### config.mk
export PLATFORM = sky130hd
export DESIGN_NAME = iq_to_float
export DESIGN_NICKNAME = d
export VERILOG_FILES = /design/src/rtl/iq_to_float.sv
export SDC_FILE = /design/constraint.sdc
export NUM_CORES = 1
export LEC_CHECK = 0
export CAP_MARGIN = 20
export CORE_UTILIZATION = 50
export CTS_BUF_LIST = sky130_fd_sc_hd__clkbuf_4
export DETAILED_ROUTE_END_ITERATION = 10
export PLACE_DENSITY = 0.77
export SLEW_MARGIN = 20
export SYNTH_ARGS = -nofsm -noshare
export SYNTH_HDL_FRONTEND = slang
export SYNTH_SLANG_ARGS = --single-unit
### constraint.sdc
create_clock -name clk -period 1.89 [get_ports clk]
set_clock_uncertainty 0.1 [all_clocks]
set_input_delay 0.378 -clock clk [delete_from_list [all_inputs] [get_ports clk]]
set_output_delay 0.378 -clock clk [all_outputs]
set_load 0.01 [all_outputs]
### src/rtl/iq_to_float.sv
// Three-stage streaming converter: signed fixed-point IQ sample -> IEEE-754 single float.
// Optional per-beat power-of-two scaling with saturation to inf / flush to zero: IQ_TO_FLOAT_SCALE_EN.
module iq_to_float #(
   parameter int BITS_IN = 16
) (
   input  logic               clk,
   input  logic               reset_n,
   input  logic [BITS_IN-1:0] i_tdata,
   input  logic               i_tlast,
   input  logic               i_tvalid,
   output logic               i_tready,
   output logic [31:0]        o_tdata,
   output logic               o_tlast,
   output logic               o_tvalid,
   input  logic               o_tready
`ifdef IQ_TO_FLOAT_SCALE_EN
   ,
   input  logic [7:0]         scale_exp
`endif
);

   localparam int PAD = 24 - BITS_IN;

   logic s1_v, s2_v, s3_v;
   logic en1, en2, en3;

   logic               s1_sign, s1_last;
   logic [BITS_IN-1:0] s1_mag;
   logic               s2_sign, s2_last, s2_zero;
   logic [23:0]        s2_mag24;
   logic [4:0]         s2_p;
   logic [31:0]        s3_data;
   logic               s3_last;

   // A stage may load when it is empty or its contents leave this cycle.
   assign en3      = !s3_v || o_tready;
   assign en2      = !s2_v || en3;
   assign en1      = !s1_v || en2;
   assign i_tready = en1;
   assign o_tvalid = s3_v;
   assign o_tdata  = s3_data;
   assign o_tlast  = s3_last;

   function automatic logic [4:0] lead_one(input logic [23:0] v);
      lead_one = 5'd0;
      for (int k = 0; k < 24; k++) begin
         if (v[k]) lead_one = 5'(k);
      end
   endfunction

   logic [23:0] mag24_in;
   assign mag24_in = 24'(s1_mag) << PAD;

   always_ff @(posedge clk or negedge reset_n) begin
      if (!reset_n) begin
         s1_v <= 1'b0;
         s2_v <= 1'b0;
         s3_v <= 1'b0;
      end else begin
         if (en1) s1_v <= i_tvalid;
         if (en2) s2_v <= s1_v;
         if (en3) s3_v <= s2_v;
      end
   end

   always_ff @(posedge clk or negedge reset_n) begin
      if (!reset_n) begin
         s1_sign <= 1'b0;
         s1_mag  <= '0;
         s1_last <= 1'b0;
      end else if (en1 && i_tvalid) begin
         s1_sign <= i_tdata[BITS_IN-1];
         s1_mag  <= i_tdata[BITS_IN-1] ? -i_tdata : i_tdata;
         s1_last <= i_tlast;
      end
   end

   // Magnitude is re-based to 24 bits so the exponent bias no longer depends on BITS_IN.
   always_ff @(posedge clk or negedge reset_n) begin
      if (!reset_n) begin
         s2_sign  <= 1'b0;
         s2_mag24 <= '0;
         s2_p     <= '0;
         s2_zero  <= 1'b1;
         s2_last  <= 1'b0;
      end else if (en2 && s1_v) begin
         s2_sign  <= s1_sign;
         s2_mag24 <= mag24_in;
         s2_p     <= lead_one(mag24_in);
         s2_zero  <= (mag24_in == 24'd0);
         s2_last  <= s1_last;
      end
   end

   logic [23:0] norm;
   logic [31:0] packed_word;
   assign norm = s2_mag24 << (5'd23 - s2_p);

`ifdef IQ_TO_FLOAT_SCALE_EN
   logic [7:0] s1_scale, s2_scale;
   logic signed [9:0] exp_full;

   always_ff @(posedge clk or negedge reset_n) begin
      if (!reset_n) begin
         s1_scale <= '0;
         s2_scale <= '0;
      end else begin
         if (en1 && i_tvalid) s1_scale <= scale_exp;
         if (en2 && s1_v)     s2_scale <= s1_scale;
      end
   end

   // Value = mag24 / 2^23, so the biased exponent is 127 + p - 23.
   assign exp_full = 10'sd104 + signed'({5'd0, s2_p}) + signed'({{2{s2_scale[7]}}, s2_scale});

   always_comb begin
      packed_word = {s2_sign, exp_full[7:0], norm[22:0]};
      if (s2_zero)
         packed_word = 32'd0;
      else if (exp_full > 10'sd254)
         packed_word = {s2_sign, 8'hFF, 23'd0};
      else if (exp_full < 10'sd1)
         packed_word = {s2_sign, 31'd0};
   end
`else
   logic [7:0] exp_biased;
   assign exp_biased = 8'd104 + {3'd0, s2_p};

   always_comb begin
      packed_word = {s2_sign, exp_biased, norm[22:0]};
      if (s2_zero) packed_word = 32'd0;
   end
`endif

   always_ff @(posedge clk or negedge reset_n) begin
      if (!reset_n) begin
         s3_data <= 32'd0;
         s3_last <= 1'b0;
      end else if (en3 && s2_v) begin
         s3_data <= packed_word;
         s3_last <= s2_last;
      end
   end

endmodule
# --- Yosys cells after proc, flatten, opt, wreduce, memory -nomap -nowiden ---
# Index checks and enable logic that the tools add are counted.
totals:
  register_bits: 78
  inputBits: 21
  out_inout_bits: 35
  elab_cells: 45
op_classes:
  addsub: 3
  shifts: 1
  muxes: 18
  n_reduce_logical: 10
ops:
  columns: ["op", "count"]
  rows:
  - ["two-way mux 5 bit", 15]
  - ["two-way mux 32 bit", 1]
  - ["logical NOT 24 bit", 1]
  - ["<< shifter 24 x 5 -> 23 bit", 1]
  - ["two-way mux 16 bit", 1]
  - ["negator 16 bit", 1]
  - ["adder 7 x 5 -> 8 bit (first input constant)", 1]
  - ["subtractor 5 bit (first input constant)", 1]
  - ["two-way mux 4 bit", 1]
  - ["logical AND 1 bit", 3]
  - ["logical NOT 1 bit", 3]
  - ["logical OR 1 bit", 3]

# --- Longest topological paths before layout ---
# Gate-level depths: netlist (run 1).
logic_depth:
  word_depth: 16
  mapped_depth: 7
  depth_no_buf: 6

# --- Worst setup path after synthesis (run 1) ---
# OpenSTA, ideal clock, no wires.
synth_path:
  path_type: "input port to flip-flop"
  start: "input port i_tdata[8]"
  end: "register s1_mag[14]"
  arrival_time_ps: 1884
  t_required_ps: 1661
  slack_ps: -223
  path_stages: 5
  n_path_buf: 0
  cell_sequence: "or4_4 > or4_4 > o41ai_4 > xor2_1 > o21ai_1"
synth_between:
  elab_chain_cells: 2
synth_rtl:
  columns: ["element", "line", "text"]
  rows:
  - ["from (decl)", "8", "input logic [BITS_IN-1:0] i_tdata,"]
  - ["negator 16 bit", "73", "s1_mag <= i_tdata[BITS_IN-1] ? -i_tdata : i_tdata;"]
  - ["two-way mux 16 bit", "73", null]
  - ["to (signal assigned)", "73", null]
  - ["to (decl)", "28", "logic [BITS_IN-1:0] s1_mag;"]
# No other way between the ends.
# A chain may end at the register's enable or synchronous reset.

# --- Worst setup path after layout (run 1) ---
# Same ends and word-level chain as after synthesis.

==> results_dict.tcl, run 1 <==
set metrics [dict create \
    cts_tree "done" \
    wire_per_inst_um 13.2 \
    synth-edff-count 0 \
    die_h_um 85.5 \
    layout_min_cycle_time_ps 1830 \
    crit_path_cell_trace "clkdlybuf4s15_2, or4_4, or4_4, o41ai_4, xor2_1, o21ai_1" \
    ys_warn_count 0 \
    ys_seq_elements 68 \
    grt_pass1_wl_um 12000 \
    clkTransAtPathRegs_ps 110 \
    ys_seq_area_share_pct 48.8 \
    met1_length_um 3120 \
    synth_area_leader_cell "dfrtp_1" \
    arrival_ps 2040 \
    fmax_mhz 547 \
    cp-end-kind "flop" \
    fin_crit_sh_pct 96.8 \
    cp_max_fo 4 \
    cp_slowest_stage_delay_ps 530 \
    hold_ws_ps 333 \
    setup_viol 0 \
    root_buffer "clkbuf_4" \
    gp_congestion 0.820 \
    cts_sinks 68 \
    ir_drop_mv 0.400 \
    synthArstFlopShare_pct 100 \
    viasPerCell 5.36 \
    io_pins 56 \
    cp_common_cell "or4_4" \
    crit_path_start_kind "input pin" \
    antenna_found_initial 0 \
    drive_above_1_share_pct 17.9 \
    grt_pass1_vias 2692 \
    synthTopCellsByCount "nand2_1 (92), dfrtp_1 (67), o21ai_0 (38)" \
    routed.top_layer "met4" \
    synth_top_area_share_pct 48.1 \
    crit_family "simple AND/OR/NAND/NOR gates" \
    clockBufferDepth 2 \
    finalMaxSlewViolations 0 \
    start_util_pct 51.6 \
    hold_viol 0 \
    drtIter0Drc 92 \
    synth_area_um2 3490 \
    cp_slowest_cell "or4_4" \
    ys_top_cells_by_area "dfrtp_1 (48%), nand2_1 (9.9%), mux2i_1 (6.9%)" \
    cts_buffers 9 \
    nNetsFinal 471 \
    core_area_um2 6760 \
    cp_num_buf_inv 1 \
    num_rows 30 \
    wl_met2_um 3520 \
    ys.flop_type "dfrtp_1" \
    power_leakage_nw 2.12 \
    synth_most_common_cell "nand2_1" \
    io_buffers 47 \
    area_growth_pct 29.6 \
    power_density_nw_per_um2 1110 \
    die_width_um 85.5 \
    syn_area_per_cell_um2 9.61 \
    syn_inst 363 \
    vias 2849 \
    grt_max_degree 36 \
    max-cap-violations 0 \
    met3_length_um 272 \
    status "finished clean" \
    hp-class "in -> async" \
    postRouteAntennaNets 0 \
    drc 0 \
    wl_um 7020 \
    antenna_cells 0 \
    critPathKind "in -> reg" \
    ys_types 44 \
    cts_max_level 3 \
    grt_usage_pct 20.9 \
    total_power_w 0.00502 \
    clock_latency_ps 410 \
    drtPass1Iterations 5 \
    dieArea_um2 7310 \
    worstPathRequired_ps 2100 \
    dpl.hpwl_um 5340 \
    grt_overflow_total 0 \
]
-- path summary, 6_finish.rpt --
kind	start	endpoint	slack (ps)	cells after the start
hold / removal	reset_n	o_tdata[24]$_DFFE_PN0P_	330	2
max in group asynchronous	reset_n	s2_zero$_DFFE_PN1P_	770	3
hold reg to reg	s1_sign$_DFFE_PN0P_	s2_sign$_DFFE_PN0P_	370	2
setup / recovery	i_tdata[8]	s1_mag[14]$_DFFE_PN0P_	60	6
min in group clk	s1_sign$_DFFE_PN0P_	s2_sign$_DFFE_PN0P_	370	2
setup reg to reg	s2_p[0]$_DFFE_PN0P_	o_tdata[20]$_DFFE_PN0P_	100	6
-- per-layer routing --
| layer | track usage, % | vias to the layer above |
|---|---|---|
| li1 | - | 1421 |
| met1 | 25.7 | 1338 |
| met2 | 36.8 | 76 |
| met3 | 4.43 | 14 |
| met4 | 6.82 | 0 |
| met5 | 0 | - |
-- per-stage QoR --
step / setup TNS, ps / cells / utilization (%) / setup WS, ps / instance area (um2)
2_1_floorplan: -530 / 370 / - / -223 / 3510
3_3_place_gp: -6790 / 514 / 64.1 / -665 / 4330
3_5_place_dp: -11140 / 514 / 64.1 / -695 / 4330
4_1_cts: 0 / 531 / 66.7 / 3.26 / 4510
5_1_grt: -21.9 / 532 / 66.9 / -21.9 / 4520
6_report: 0 / 532 / 66.9 / 61.1 / 4520
-- layout by cell type (no fill, tap or decap), drive strengths merged, types with 9 or more instances in the layout --
master | Yosys | layout
mux2i | 24 | 24
dfrtp | 67 | 67
nor2 | 13 | 13
buf | 16 | 49
xor2 | 12 | 12
o21ai | 39 | 39
nand2b | 12 | 12
nand2 | 92 | 92
clkdlybuf4s50 | 0 | 41
clkbuf | 13 | 9
-- final cells by class --
type	instances	area (um2)
Inverter	6	22.5
Clock inverter	6	80.1
Tap cell	80	100
Timing Repair Buffer	96	886
Fill cell	541	2240
Clock buffer	9	67.6
Multi-Input combinational cell	267	1660
Sequential cell	68	1700
-- power breakdown --
group	internal [W]	total (W)	switching (W)
sequential	0.00181	0.00210	0.000283
combinational	0.00104	0.00191	0.000870
clock	0.000519	0.00101	0.000492
total	0.00337	0.00502	0.00164
-- what timing repair did --
action	CTS	global route
setup buffers	1	1
hold endpoints to repair	17	0
hold buffers	1	0
endpoints found under the setup margin	5	6
pin swaps	5	1
gates resized for setup	12	3
-- sequential cells by signal, indices dropped and copies added, names as in the netlist, 5 cells and up --
| register | count |
|---|---|
| s1_mag | 16 |
| o_tdata | 23 |
| s2_p | 5 |
| s2_mag24 | 15 |
-- cell families after synthesis --
logic type / count (synthesis) / synth area share, %
and+or+nand+nor: 138 / 17.5
AOI/OAI and AO/OA: 73 / 13.7
DFF: 68 / 48.8
buffers and inverters: 35 / 4.81
muxes: 33 / 11.1
xor gates and xnor gates: 13 / 3.26
adders and majority gates: 2 / 0.717
other: 1 / 0.108
Note: power is estimated with default switching activity, not from simulation.
==> run 2: changes to the inputs <==
--- a/config.mk
+++ b/config.mk
@@ -5,10 +5,14 @@
 export SDC_FILE = /design/constraint.sdc
 export NUM_CORES = 1
 export LEC_CHECK = 0
+export ABC_AREA = 0
 export CAP_MARGIN = 20
-export CORE_UTILIZATION = 50
+export CELL_PAD_IN_SITES_DETAIL_PLACEMENT = 1
+export CELL_PAD_IN_SITES_GLOBAL_PLACEMENT = 2
+export CORE_UTILIZATION = 31
 export CTS_BUF_LIST = sky130_fd_sc_hd__clkbuf_4
 export DETAILED_ROUTE_END_ITERATION = 10
+export HOLD_SLACK_MARGIN = 0.15
 export PLACE_DENSITY = 0.77
 export SLEW_MARGIN = 20
 export SYNTH_ARGS = -nofsm -noshare
==> run 2 against run 1 <==
Sequential share of layout area down 0.094 points. Power fell by 4.2%. Design area up 0.47%. Register-to-register slack worse by 50 ps. Utilization fell by 25 points. Critical path type unchanged. Critical endpoint unchanged.
==> results_dict.tcl, run 2 (same netlist as run 1, synthesis figures left out) <==
set metrics [dict create \
    tightest_slew_ps 525 \
    grt_overflow_total 0 \
    cp_common_cell "or4_4" \
    final_cell_mix "nand2_1 (92), dfrtp_1 (64), buf_4 (44), clkdlybuf4s50_1 (37), o21ai_0 (36)" \
    cp-end-kind "flop" \
    grt_usage_pct 15.8 \
    io_pins 56 \
    r2r_cells 6 \
    die_width_um 108 \
    tns_ps 0 \
    cts_buffers 9 \
    switching_power_w 0.00170 \
    reg2reg_slack_ps 50 \
    core_area_um2 10900 \
    vias 2842 \
    io_buffers 47 \
    power_density_nw_per_um2 1060 \
    hold_ws_ps 292 \
    grt_pass1_vias 2914 \
    cts_max_level 3 \
    cp_slowest_stage_delay_ps 570 \
    clock_latency_ps 430 \
    layout.cells.most_common "nand2_1" \
    gp_congestion 0.790 \
    clockBufferDepth 2 \
    layout_min_cycle_time_ps 1870 \
    power_leakage_nw 2.14 \
    rr_endpoint "o_tdata[17]$_DFFE_PN0P_" \
    drtPass1Iterations 4 \
    switching_share_pct 35.3 \
    final_util_pct 41.7 \
    power_frac_seq_pct 44.5 \
    cp_slowest_cell "or4_4" \
    wl_um 8430 \
    startpoint "i_tdata[8]" \
    root_buffer "clkbuf_4" \
    cts_sinks 68 \
    status "finished clean" \
    dieArea_um2 11700 \
    internal-power_w 0.00311 \
    cts_tree "done" \
    area_growth_pct 30.2 \
    viasPerCell 4.81 \
    die_h_um 108 \
    place_area_um2 4380 \
    total_power_w 0.00481 \
    largest_reg_flops 23 \
    antenna_cells 0 \
    start_util_pct 32.0 \
    nNetsFinal 471 \
    rsz0062_at_grt "true" \
    fmax_mhz 534 \
    crit_path_cell_trace "buf_2, or4_4, or4_4, o41ai_4, xor2_1, o21ai_1" \
    num_rows 38 \
    postRouteAntennaNets 0 \
    drtIter0Drc 105 \
    hold_viol 0 \
    dpl.hpwl_um 6560 \
    setup_viol 0 \
    reg2reg_from "s2_p[3]$_DFFE_PN0P_" \
    antenna_found_initial 0 \
    grt_max_degree 33 \
    drc 0 \
    worstPathRequired_ps 2110 \
    clockPowerShare_pct 16.6 \
    finalMaxSlewViolations 0 \
    crit_path_start_kind "input pin" \
    arrival_ps 2090 \
    cp_max_fo 4 \
    power_frac_comb_pct 38.9 \
    hp-class "in -> reg" \
    max-cap-violations 0 \
    grt_pass1_wl_um 14500 \
    critPathKind "in -> reg" \
    fin_area_um2 4540 \
    ir_drop_mv 0.479 \
    max_slew_margin_pct 65.0 \
    drive_above_1_share_pct 19.3 \
    fin_crit_sh_pct 99.1 \
    clkTransAtPathRegs_ps 110 \
    wire_per_inst_um 14.3 \
    crit_end "s1_mag[14]$_DFFE_PN0P_" \
]
[run 2: cell types whose count changed in the layout (fill, tap and decap cells not counted), sizes merged]
cell	before	now
clkdlybuf4s50	41	37
dlymetal6s2s	0	4
buf	49	52
clkbuf	9	12
clkdlybuf4s15	4	1
bufinv	2	0
clkinv	3	2
dlygate4sd2	1	0
[run 2: what timing repair did]
action                                  CTS  global route
pin swaps                                 5             1
hold buffers                              1             0
endpoints found under the hold margin    18             0
endpoints found under the setup margin    7            15
resized for setup                        18            12
buffers inserted                          0             5
[run 2: stage by stage]
stage                     worst slack [ps]  cells
after global routing                 -72.1    591
final                                 16.2    591
after global placement                -663    571
after floorplan                       -223    370
after detailed placement              -734    571
after CTS                             3.15    586
[run 2: how the worst min path moves through the flow]
stage	from	endpoint	slack (ps)	cells past startpoint
6_report	i_tdata[8]	s1_mag[8]$_DFFE_PN0P_	290	4
5_1_grt	i_tdata[7]	s1_mag[7]$_DFFE_PN0P_	290	4
4_1_cts	i_tdata[8]	s1_mag[8]$_DFFE_PN0P_	290	4
3_5_place_dp	reset_n	s2_mag24[8]$_DFFE_PN0P_	290	1
3_3_place_gp	reset_n	s2_mag24[8]$_DFFE_PN0P_	280	1
2_1_floorplan	reset_n	o_tdata[10]$_DFFE_PN0P_	-20	0
[run 2: layout make-up]
type,count,area (um2)
well taps,140,175
clock inverters,3,16.3
fillers,1276,6350
repair buffers,96,876
clock buffers,11,82.6
inverters,6,22.5
flip-flops and latches,68,1710
multi-input cells,267,1660
[run 2: power by group through the flow]
stage          registers (W)  logic (W)  clock network, W
3_3_place_gp         0.00215    0.00183                 0
3_5_place_dp         0.00218    0.00188                 0
4_1_cts              0.00215    0.00189          0.000821
5_1_grt              0.00220    0.00208          0.000893
6_report             0.00214    0.00187          0.000796
2_1_floorplan        0.00214    0.00100                 0
[run 2: layer usage]
| metal | vias up | track usage (%) | share of wire, % |
|---|---|---|---|
| li1 | 1413 | - | - |
| met3 | 8 | 3.50 | 3.6 |
| met2 | 61 | 27.1 | 48 |
| met4 | 0 | 4.40 | 0.94 |
| met5 | - | 0 | 0 |
| met1 | 1360 | 19.8 | 47 |
[run 2: worst max-delay path, delay by kind of cell]
family | cells | cell delay [ps]
AOI/OAI and AO/OA | 2 | 330
xor gates and xnor gates | 1 | 180
buffers and inverters | 1 | 110
and+or+nand+nor | 2 | 1100
==> run 3: changes to the inputs <==
--- a/config.mk
+++ b/config.mk
@@ -14,6 +14,7 @@
 export DETAILED_ROUTE_END_ITERATION = 10
 export HOLD_SLACK_MARGIN = 0.15
 export PLACE_DENSITY = 0.77
+export RECOVER_POWER = 25
 export SLEW_MARGIN = 20
 export SYNTH_ARGS = -nofsm -noshare
 export SYNTH_HDL_FRONTEND = slang
==> run 3 against run 2 <==
First-iteration DRC count rose by 2.9%. Clock-buffer cell count did not move. Sequential power about the same. Via count up 0.39%. Largest power group unchanged.
==> results_dict.tcl, run 3 (same netlist as run 1, synthesis figures left out) <==
set metrics [dict create \
    ir_drop_mv 0.479 \
    power_leakage_nw 2.13 \
    rsz0062_at_grt "true" \
    placedCellCount 571 \
    total_power_w 0.00480 \
    fin_crit_sh_pct 99.1 \
    largest_reg_flops 23 \
    arrival_ps 2090 \
    root_buffer "clkbuf_4" \
    fin_cells 591 \
    cts_tree "done" \
    postRouteAntennaNets 0 \
    drtPass1Iterations 4 \
    crit_path_start_kind "input pin" \
    grt_usage_pct 15.8 \
    final_cell_mix "nand2_1 (92), dfrtp_1 (64), buf_4 (43), clkdlybuf4s50_1 (37), o21ai_0 (36)" \
    nFillCells 1279 \
    status "finished clean" \
    power_density_nw_per_um2 1060 \
    gp_congestion 0.790 \
    finalMaxSlewViolations 0 \
    min_from "i_tdata[8]" \
    cp_max_fo 4 \
    drtIter0Drc 108 \
    grt_max_degree 33 \
    grt_pass1_wl_um 14500 \
    cts_buffers 9 \
    wl_um 8440 \
    reg2reg_from "s2_p[3]$_DFFE_PN0P_" \
    cts_max_level 3 \
    die_h_um 108 \
    io_pins 56 \
    antenna_found_initial 0 \
    die_width_um 108 \
    layout_min_cycle_time_ps 1870 \
    drc 0 \
    critPathKind "in -> reg" \
    r2r_cells 6 \
    rr_endpoint "o_tdata[17]$_DFFE_PN0P_" \
    drive_above_1_share_pct 19.3 \
    viasPerCell 4.83 \
    vias 2853 \
    hold_viol 0 \
    min_to "s1_mag[8]$_DFFE_PN0P_" \
    place_ws_ps -734 \
    num_rows 38 \
    max_slew_margin_pct 58.7 \
    worstPathRequired_ps 2110 \
    dieArea_um2 11700 \
    wire_per_inst_um 14.3 \
    tightest_slew_ps 620 \
    clkTransAtPathRegs_ps 110 \
    area_growth_pct 29.3 \
    clock_latency_ps 430 \
    start_util_pct 32.0 \
    hold_ws_ps 293 \
    core_area_um2 10900 \
    grt_pass1_vias 2914 \
    cp-end-kind "flop" \
    antenna_cells 0 \
    min_path_cells 4 \
    max-cap-violations 0 \
    dpl.hpwl_um 6560 \
    hp-class "in -> reg" \
    tns_ps 0 \
    reg2reg_slack_ps 50 \
    cts_sinks 68 \
    setup_viol 0 \
    setup_ws_ps 17.5 \
    nNetsFinal 471 \
    clockBufferDepth 2 \
    io_buffers 47 \
    fmax_mhz 534 \
    layout.cells.most_common "nand2_1" \
    grt_overflow_total 0 \
]
## run 3: routing by layer
metal	share of wire [%]	global-route usage [%]	up-vias
met5	0	0	-
met4	0.94	4.40	0
met3	3.7	3.50	8
met2	48	27.1	63
met1	47	19.8	1369
li1	-	-	1413
## run 3: report_power, final
part           internal, W  leakage [nW]  switching [W]
clock             0.000280        0.0562       0.000516
combinational      0.00101          1.24       0.000854
sequential         0.00181         0.827       0.000326
## run 3: cell type report
| type | instances | area (um2) | share of cell area [%] |
|---|---|---|---|
| Sequential cell | 68 | 1710 | 37.8 |
| Multi-Input combinational cell | 267 | 1660 | 36.8 |
| Timing Repair Buffer | 96 | 846 | 18.8 |
| Tap cell | 140 | 175 | 3.88 |
| Clock buffer | 11 | 82.6 | 1.83 |
| Inverter | 6 | 22.5 | 0.499 |
| Clock inverter | 3 | 16.3 | 0.361 |
## run 3: per-stage QoR
stage	area, um2	utilization, %
2_1_floorplan	3510	-
3_3_place_gp	4380	40.3
3_5_place_dp	4380	40.3
4_1_cts	4480	41.2
5_1_grt	4510	41.4
6_report	4510	41.4
## run 3: timing repair
| action | in CTS | in global routing |
|---|---|---|
| hold endpoints to repair | 18 | 0 |
| resized for setup | 18 | 12 |
| buffers inserted | 0 | 5 |
| setup endpoints to repair | 7 | 15 |
| pin swaps | 5 | 1 |
| hold buffers | 1 | 0 |
## run 3: critical path: stages
cell	delay, ps
buf_2	110
or4_4	530
or4_4	570
o41ai_4	240
xor2_1	180
o21ai_1	80
## run 3: worst max-delay path by stage
stage	slack [ps]	startpoint	to
after floorplan	-220	i_tdata[8]	s1_mag[14]$_DFFE_PN0P_
after global placement	-660	i_tdata[8]	s1_mag[14]$_DFFE_PN0P_
after detailed placement	-730	i_tdata[8]	s1_mag[14]$_DFFE_PN0P_
after CTS	3	o_tvalid$_DFFE_PN0P_	i_tready
after global routing	-70	s2_p[3]$_DFFE_PN0P_	o_tdata[17]$_DFFE_PN0P_
final	20	i_tdata[8]	s1_mag[14]$_DFFE_PN0P_
